[config.mk]
export PLATFORM = sky130hd
export DESIGN_NAME = credit_sink
export DESIGN_NICKNAME = d
export VERILOG_FILES = /design/src/rtl/credit_sink.sv
export SDC_FILE = /design/constraint.sdc
export NUM_CORES = 1
export LEC_CHECK = 0
export BUFFER_PORTS_ARGS = -buffer_cell sky130_fd_sc_hd__buf_2
export CORE_MARGIN = 8
export CORE_UTILIZATION = 60
export CTS_BUF_LIST = sky130_fd_sc_hd__clkbuf_8 sky130_fd_sc_hd__clkbuf_16
export DETAILED_ROUTE_END_ITERATION = 7
export PLACE_DENSITY = 0.82
export SKIP_CTS_REPAIR_TIMING = 1
export SKIP_LAST_GASP = 1
export SYNTH_ARGS = -nofsm -noshare
export SYNTH_HDL_FRONTEND = slang
export SYNTH_SLANG_ARGS = --single-unit
[constraint.sdc]
create_clock -name clk -period 7 [get_ports clk]
set_clock_uncertainty 0.1 [all_clocks]
set_input_delay 1.4 -clock clk [delete_from_list [all_inputs] [get_ports clk]]
set_output_delay 1.4 -clock clk [all_outputs]
set_load 0.01 [all_outputs]
[src/rtl/credit_sink.sv]
// rtl/credit_sink.sv - exit skid buffer of a credited section; returns one credit per beat popped
// Optional feature macro: CREDIT_SINK_OVERFLOW_CHECK_EN (sticky overflow_err, in_ready tied high)
module credit_sink #(
  parameter int MAX_IN_TRANSIT = 8,
  parameter int DATA_W = 8,
  parameter int NUM_ELEMENTS = 4,
  localparam int OCC_W = $clog2(MAX_IN_TRANSIT + 1),
  localparam int PTR_W = (MAX_IN_TRANSIT > 1) ? $clog2(MAX_IN_TRANSIT) : 1
) (
  input  logic                           clk,
  input  logic                           rst,
  input  logic [NUM_ELEMENTS*DATA_W-1:0] in_data,
  input  logic [NUM_ELEMENTS-1:0]        in_keep,
  input  logic                           in_last,
  input  logic                           in_valid,
  output logic                           in_ready,
  output logic [NUM_ELEMENTS*DATA_W-1:0] out_data,
  output logic [NUM_ELEMENTS-1:0]        out_keep,
  output logic                           out_last,
  output logic                           out_valid,
  input  logic                           out_ready,
  output logic                           credit_return,
  output logic [OCC_W-1:0]               occupancy
`ifdef CREDIT_SINK_OVERFLOW_CHECK_EN
  ,
  output logic                           overflow_err
`endif
);

  typedef struct packed {
    logic [NUM_ELEMENTS*DATA_W-1:0] data;
    logic [NUM_ELEMENTS-1:0]        keep;
    logic                           last;
  } entry_t;

  localparam logic [OCC_W-1:0] FULL     = OCC_W'(MAX_IN_TRANSIT);
  localparam logic [PTR_W-1:0] PTR_LAST = PTR_W'(MAX_IN_TRANSIT - 1);

  entry_t           mem [MAX_IN_TRANSIT];
  entry_t           head;
  logic [PTR_W-1:0] rd_ptr;
  logic [PTR_W-1:0] wr_ptr;
  logic             full;
  logic             push;
  logic             pop;

  // Depth need not be a power of two, so pointers wrap explicitly.
  function automatic logic [PTR_W-1:0] ptr_next(input logic [PTR_W-1:0] p);
    return (p == PTR_LAST) ? '0 : p + PTR_W'(1);
  endfunction

  assign full      = (occupancy == FULL);
  assign out_valid = (occupancy != '0);
  assign pop       = out_valid && out_ready;
  // A pop frees the head slot in the same edge, so a full buffer can still accept.
  assign push      = in_valid && (!full || pop);

`ifdef CREDIT_SINK_OVERFLOW_CHECK_EN
  assign in_ready = 1'b1;
`else
  assign in_ready = !full || pop;
`endif

  assign head     = mem[rd_ptr];
  assign out_data = head.data;
  assign out_keep = head.keep;
  assign out_last = head.last;

  always_ff @(posedge clk) begin
    if (push) begin
      mem[wr_ptr] <= '{data: in_data, keep: in_keep, last: in_last};
    end
  end

  always_ff @(posedge clk or posedge rst) begin
    if (rst) begin
      rd_ptr        <= '0;
      wr_ptr        <= '0;
      occupancy     <= '0;
      credit_return <= 1'b0;
    end else begin
      if (push) wr_ptr <= ptr_next(wr_ptr);
      if (pop)  rd_ptr <= ptr_next(rd_ptr);
      credit_return <= pop;
      case ({push, pop})
        2'b10:   occupancy <= occupancy + OCC_W'(1);
        2'b01:   occupancy <= occupancy - OCC_W'(1);
        default: ;
      endcase
    end
  end

`ifdef CREDIT_SINK_OVERFLOW_CHECK_EN
  always_ff @(posedge clk or posedge rst) begin
    if (rst) begin
      overflow_err <= 1'b0;
    end else if (in_valid && full && !pop) begin
      overflow_err <= 1'b1;
    end
  end
`endif

endmodule

# After elaboration in Yosys (flattened, before gate mapping)
# Memories as Yosys holds them, arrays and structs flattened.
# Index checks and enable logic that the tools add are counted.
# W data, S select, Z words.
# word_totals
inputBits,41
ram_bits,296
ff_bits,11
out_inout_bits,44
n_memories,1
word_cells,25
# classes
n_addsub,4
n_mux,5
eq_ne,5
reduce_logical,6
# memory_table
memory,words,width,rd,rd_clocked_by_memory_dff,write_ports,line_no,text
mem,8,37,1,0,1,39,entry_t mem [MAX_IN_TRANSIT];
# op_table
operator,n
$pmux W4 S2,1
$add A3 B1 Y3 const B,2
$eq A3 B3 Y1 const B,2
$mux W3,2
$add A4 B1 Y4 const B,1
$eq A4 B4 Y1 const B,1
$reduce_bool A4 Y1,1
$sub A4 B1 Y4 const B,1
$eq A2 B1 Y1 const B,1
$eq A2 B2 Y1 const B,1
$logic_and A1 B1 Y1,2
$mux W1,2
$reduce_bool A2 Y1,1
$logic_not A1 Y1,1
$logic_or A1 B1 Y1,1

# Depth between registers and ports, before layout
# Gate-level depths: netlist (run 1).
# logic_depth
depth_word,6
mapped_depth,9
depth_no_buf,8

# Worst setup path before layout (run 1)
# Ideal clock, no wire load.
# synth_timing
path_kind,input to register
from,in in_valid
to,"mem mem[0][0] (netlist name), enable pin"
required_ns,6.376
t_arrival_ns,5.261
setup_ns,0.524
stages,3
path_buffers,1
setup_slack_ns,1.116
path_cell_list,buf_2 -> o21ai_4 -> nor4_1
# synth_via
elab_chain_len,3
# synth_rtl
item,line_no,text
start: declaration,15,"input logic in_valid,"
$logic_and A1 B1 Y1,56,assign push = in_valid && (!full || pop);
$mux W1,70,if (push) begin
$mux W1 (implied by the code),71,"mem[wr_ptr] <= '{data: in_data, keep: in_keep, last: in_last};"
end: declaration,39,
# No other way between the ends.

# Worst setup path in the final report (run 1)
# layout_timing
from,reg rd_ptr[0]
to,out out_data[7]
# layout_via
elab_chain_len,1
# layout_rtl
item,line_no,text
start: declaration,41,logic [PTR_W-1:0] rd_ptr;
start signal: assignment,83,if (pop) rd_ptr <= ptr_next(rd_ptr);
$mem_v2 Z8 W37,-,
end: declaration,17,"output logic [NUM_ELEMENTS*DATA_W-1:0] out_data,"
# No other way between the ends.

==> results of run 1 <==
==> worst max-delay path, delay by kind of cell, from the launching register on <==
family,cells,cell delay (ns)
buffers and inverters,2,0.70
multiplexers,2,0.89
flip-flops,1,1.12
==> sequential cells by signal, indices dropped and copies added, names as in the netlist <==
signal,flops
occupancy,4
mem,296
wr_ptr,3
rd_ptr,3
credit_return,1
==> cells by family after synthesis <==
group	count (synthesis)	synth area share, %
xor gates and xnor gates	3	0.2180
DFF	307	76.01
adders and majority gates	7	0.7888
buffers and inverters	29	1.816
muxes	115	18.98
and+or+nand+nor	26	1.111
AOI/OAI and AO/OA	14	1.069
==> through the flow <==
stage / setup slack, ns / power, uW / instances / utilization (%)
after floorplan: 1.116 / 3776 / 501 / -
after global placement: 2.745 / 4170 / 844 / 63.91
after detailed placement: 2.708 / 4233 / 844 / 63.91
after CTS: 2.131 / 5827 / 902 / 68.94
after global routing: 2.005 / 6009 / 902 / 68.94
final: 2.249 / 5764 / 902 / 68.94
==> where the power goes <==
part / internal (uW) / switching [uW]
clock network: 939 / 638
registers: 2300 / 270
logic: 899 / 716
total: 4140 / 1620
==> worst max-delay path by stage <==
stage / from / to / depth (start not counted) / slack (ns)
3_3_place_gp: rd_ptr[0] / out_data[7] / 4 / 2.75
6_report: rd_ptr[0] / out_data[7] / 4 / 2.25
5_1_grt: rd_ptr[0] / out_data[7] / 4 / 2.00
4_1_cts: rd_ptr[0] / out_data[7] / 4 / 2.13
3_5_place_dp: rd_ptr[0] / out_data[7] / 4 / 2.71
2_1_floorplan: in_valid / mem[0][0] / 3 / 1.12
==> metal layers <==
metal  global-route usage [%]  vias to the layer above
li1                         -                     2334
met1                    23.90                     2876
met2                    31.68                      176
met3                    3.740                       39
met4                    4.624                        8
met5                        0                        -
==> area by class of cell <==
type	instances	area, um^2
flip-flops and latches	307	9173
clock buffers	37	858.3
multi-input cells	165	2721
fillers	1146	6203
well taps	270	337.8
clock inverters	21	147.6
inverters	6	22.52
repair buffers	96	510.5
==> placed cells by master (no fill, tap or decap), types with 2 or more instances in the layout <==
cell / instances
nand2_1: 3
buf_2: 84
nor2_1: 2
or3_1: 2
o21ai_0: 3
clkbuf_8: 6
buf_4: 12
edfxtp_1: 296
mux2_2: 4
mux4_2: 66
mux4_1: 8
clkinv_2: 9
nor3_2: 4
ha_1: 6
nor2_4: 3
a21o_1: 2
dfrtp_4: 2
xnor2_1: 2
inv_1: 14
bufinv_16: 2
nor3_1: 2
dfrtp_1: 8
clkbuf_16: 31
mux2_4: 35
nand2b_1: 5
==> impl_metrics.ini, run 1 <==
[logic_synthesis]
syn_area_per_cell_um2 = 24.06
ys_types = 39
synth-async-reset-ratio_pct = 3.583
yosysTopAreaCell = edfxtp_1
seq_area_frac_synth_pct = 76.01
ys_seq_elements = 307
synth_top_flop_cell = edfxtp_1
synth.most_common_cell = edfxtp_1
synth_top_area_share_pct = 73.73
synth_cells = 501
syn_nets = 549
synth_edf_count = 296
synthTopCellsByArea = edfxtp_1, mux4_2, mux2_4, dfrtp_1, mux4_1
synthTopCellsByCount = edfxtp_1, mux4_2, mux2_4
yosysWarnings = 0
synth_area_um2 = 12060

[timing]
tightest_slew_ns = 1.042
whs_ns = 0.4816
tns_ns = 0
max_freq_mhz = 210.5
period_needed_ns = 4.751
final-hold-violation-count = 0
finalSetupViolations = 0
fin_crit_sh_pct = 67.87
relSlewSlack_pct = 30.55
slew_viol_final = 0
rsz0062_at_grt = no

[drt]
drc = 0
vias = 5433
wl_per_cell_um = 24.69
wl_met3_mm = 1.372
avgViaCountPerCell = 6.023
wirelength_met1_mm = 9.015
dr_wl_met2_mm = 11.49
drtAntennaViolNets = 0
dr.max_layer_used = met5
dr.pass1.iters = 5
wirelength_mm = 22.27
drt_iter0_drc = 427

[clocking]
cts_sinks = 307
cts_tree = built
htreeDepth = 1
cts_root_buf = clkbuf_16
cts_buffer_depth = 3
clkTransAtPathRegs_ns = 0.06
cts_buffers = 31
clk_latency_ns = 0.54

[worst_setup_path]
worstPathMaxFanout = 55
path_class = reg2out
end_kind = primary output
r2r_setup_slack_ns = 4.14
slowest_stage = dfrtp_4
critPathArrivalTime_ns = 3.25
rr_worst_depth = 8
r2r-end = occupancy[3]
r2r_start = occupancy[0]
cp_slowest_stage_delay_ns = 1.12
critPathRequiredTime_ns = 5.50
crit_path_start_kind = register
cp_cell_sequence = buf_4, mux4_1, mux2_4, buf_2

[floorplan]
core-area_um2 = 19970
die_x_um = 157.7
initial_core_util_pct = 60.35
num_rows = 52
num_io_pins = 85
dieArea_um2 = 24880
die_h_um = 157.7

[final_layout]
fin_area_um2 = 13770
diodes = 0
drive_gt1_share_pct = 42.09
area_delta_synth_final_pct = 14.23
finalNetCount = 655

[global_route]
grt_start_max_net_pins = 77
antenna_found_initial = 4
grt_pass1_wl_mm = 34.24
grt_use_total_pct = 18.46
first_global_vias = 5949
grt_overflow = 0

[worst_hold_path]
hp-start = occupancy[2]
hold_path_end = occupancy[2]
hold_path.class = reg2reg
hold_depth = 1

[placement]
port_buffers = 84
detailed_place_hpwl_mm = 11.98
placed_cell_area_um2 = 12760
place_congestion = 0.6937

[power_and_ir_drop]
peakVddDrop_v = 0.0002291
total_leakage_power_uw = 0.004719
pwr_density_cell_nw_per_um2 = 418.6

[run_status]
outcome = finished clean

[job]
maxCapViolCount = 0
Note: power is estimated with default switching activity, not from simulation.
==> run 2, diff against run 1 <==
--- a/config.mk
+++ b/config.mk
@@ -5,6 +5,7 @@
 export SDC_FILE = /design/constraint.sdc
 export NUM_CORES = 1
 export LEC_CHECK = 0
+export ABC_AREA = 1
 export BUFFER_PORTS_ARGS = -buffer_cell sky130_fd_sc_hd__buf_2
 export CORE_MARGIN = 8
 export CORE_UTILIZATION = 60
==> constraint.sdc (replaced) <==
create_clock -name clk -period 4.72 [get_ports clk]
set_clock_uncertainty 0.1 [all_clocks]
set_input_delay 0.944 -clock clk [delete_from_list [all_inputs] [get_ports clk]]
set_output_delay 0.944 -clock clk [all_outputs]
set_load 0.01 [all_outputs]
==> run 2 against run 1 <==
Compared with the run above: clock power increased by 38%; clock-buffer cell count decreased by 6; die area increased by 0.94%; hold slack got worse by 0.19 ns; wire length increased by 10%; via count increased by 36%; worst setup slack got worse by 1.3 ns; utilization decreased by 0.38 points; largest power group unchanged.
==> impl_metrics.ini, run 2 <==
[worst_setup_path]
critPathRequiredTime_ns = 3.68
critPathArrivalTime_ns = 2.75
crit_path_start_kind = register
worstPathMaxFanout = 72
end_kind = primary output
path_class = reg2out

[clocking]
cts_buffers = 30
htreeDepth = 1
cts_buffer_depth = 3
cts_tree = built
clkTransAtPathRegs_ns = 0.06
cts_sinks = 307
cts_root_buf = clkbuf_16
clk_latency_ns = 0.54

[logic_synthesis]
synth_area_um2 = 12180
synth_edf_count = 296
synthTopCellsByCount = edfxtp_1, nor2_1, nand2_1
ys_seq_elements = 307
synth.most_common_cell = edfxtp_1
synth-async-reset-ratio_pct = 3.583
ys_types = 27
yosysTopAreaCell = edfxtp_1
synth_top_area_share_pct = 72.97
syn_nets = 968
synth_top_flop_cell = edfxtp_1
syn_area_per_cell_um2 = 13.24
seq_area_frac_synth_pct = 75.23
yosysWarnings = 0
synthTopCellsByArea = edfxtp_1, nor2_1, o21ai_0, nand2_1, mux2i_1
synth_cells = 920

[drt]
vias = 7393
dr.pass1.iters = 6
wirelength_mm = 24.61
wl_per_cell_um = 19.02
drc = 0
drtAntennaViolNets = 0
avgViaCountPerCell = 5.713
drt_iter0_drc = 749

[final_layout]
area_delta_synth_final_pct = 13.16
final_cell_count_no_fill = 1294
layout_common_cells = edfxtp_1, nor2_1, nand2_1
drive_gt1_share_pct = 15.15
nFillCells = 1333
largest_register = mem
largest_reg_flops = 296
layout_commonest_cell = edfxtp_1
finalNetCount = 1049
top_regs = mem (296), occupancy (4)

[timing]
finalSetupViolations = 0
max_freq_mhz = 263.2
tightest_slew_ns = 0.9805
fin_crit_sh_pct = 80.49
final-hold-violation-count = 0
relSlewSlack_pct = 34.56
rsz0062_at_grt = no
slew_viol_final = 0
tns_ns = 0
period_needed_ns = 3.799

[floorplan]
num_io_pins = 85
die_h_um = 158.5
num_rows = 52
dieArea_um2 = 25120
die_x_um = 158.5
core-area_um2 = 20100
initial_core_util_pct = 60.59

[global_route]
first_global_vias = 7318
grt_start_max_net_pins = 101
antenna_found_initial = 2
grt_use_total_pct = 19.67
grt_pass1_wl_mm = 38.12
grt_overflow = 0

[power_and_ir_drop]
finalPower_uw = 8549
peakVddDrop_v = 0.0003934
total_leakage_power_uw = 0.004988
pwr_density_cell_nw_per_um2 = 620.2

[run_status]
outcome = finished clean

[job]
maxCapViolCount = 0

[worst_hold_path]
hold_path.class = in2async

[placement]
port_buffers = 84
detailed_place_hpwl_mm = 13.66
place_inst = 1239
place_congestion = 0.7771
==> run 2: changes by cell type after synthesis, moves of 8 or more <==
cell and change:
nor2_1 +157, nand2_1 +128, o21ai_0 +118, mux4_2 -66, o22ai_1 +38, mux2i_1 +36
mux2_4 -35, o21ai_1 +32, clkbuf_1 +14, inv_1 +11, mux4_1 -8
==> run 2: worst max-delay path, cell delays in order (launching register included) <==
cell and delay, ns:
dfrtp_4 0.73, clkinv_2 0.12, buf_4 0.59, nor2_1 0.13, o21ai_1 0.20, nand2_1 0.08, nand2_1 0.14, buf_2 0.15
==> run 2: stage by stage <==
step,setup WS (ns),util [%],hold WS [ns],area (um^2)
final,0.9210,68.56,0.2904,13780
after global routing,0.7050,68.56,0.3187,13780
after CTS,0.9562,68.55,0.2852,13780
after detailed placement,1.574,64.02,0.4489,12870
after global placement,1.590,64.02,0.4487,12870
after floorplan,1.214,-,0.4401,12180
==> run 2: cell type report <==
cell class              count  area, um^2  share of cell area, %
multi-input cells         544        2724                  19.76
repair buffers            101       573.1                  4.157
inverters                  17       65.06                 0.4720
clock buffers              31       775.7                  5.628
flip-flops and latches    307        9171                  66.53
clock inverters            23       135.1                 0.9803
diodes                      1       2.502                0.01815
well taps                 270       337.8                  2.451
==> run 2: cell families (layout without fill, tap and decap cells) <==
| group | Yosys count | count (layout) | share of synthesized area, % |
|---|---|---|---|
| AOI/OAI and AO/OA | 194 | 194 | 8.361 |
| buffers and inverters | 69 | 172 | 2.907 |
| adders and majority gates | 7 | 7 | 0.7806 |
| xor gates and xnor gates | 2 | 2 | 0.1438 |
| other | 0 | 1 | 0 |
| muxes | 37 | 37 | 3.040 |
| and+or+nand+nor | 304 | 304 | 9.542 |
| DFF | 307 | 307 | 75.23 |
==> run 2: worst paths after layout <==
path                       slack [ns]            to          from  cells after the start
hold / removal                   0.29     wr_ptr[0]           rst                      2
max in group asynchronous        3.89     rd_ptr[0]           rst                      2
min in group clk                 0.47  occupancy[0]  occupancy[0]                      1
setup reg to reg                 2.15    mem[2][15]  occupancy[0]                      7
hold reg to reg                  0.47  occupancy[0]  occupancy[0]                      1
setup / recovery                 0.92  out_data[31]     rd_ptr[0]                      7
==> run 2: routing by layer <==
metal	GRT usage (%)	share of wire, %
met1	24.64	40
met5	0	0.041
met3	2.714	6.1
met2	33.79	51
met4	8.621	3.0
==> run 2: power by group <==
part | switching (uW) | total [uW] | leakage, uW | internal [uW]
combinational | 1820 | 2740 | 0.00169 | 920
clock | 943 | 2180 | 0.000477 | 1240
sequential | 242 | 3630 | 0.00282 | 3390
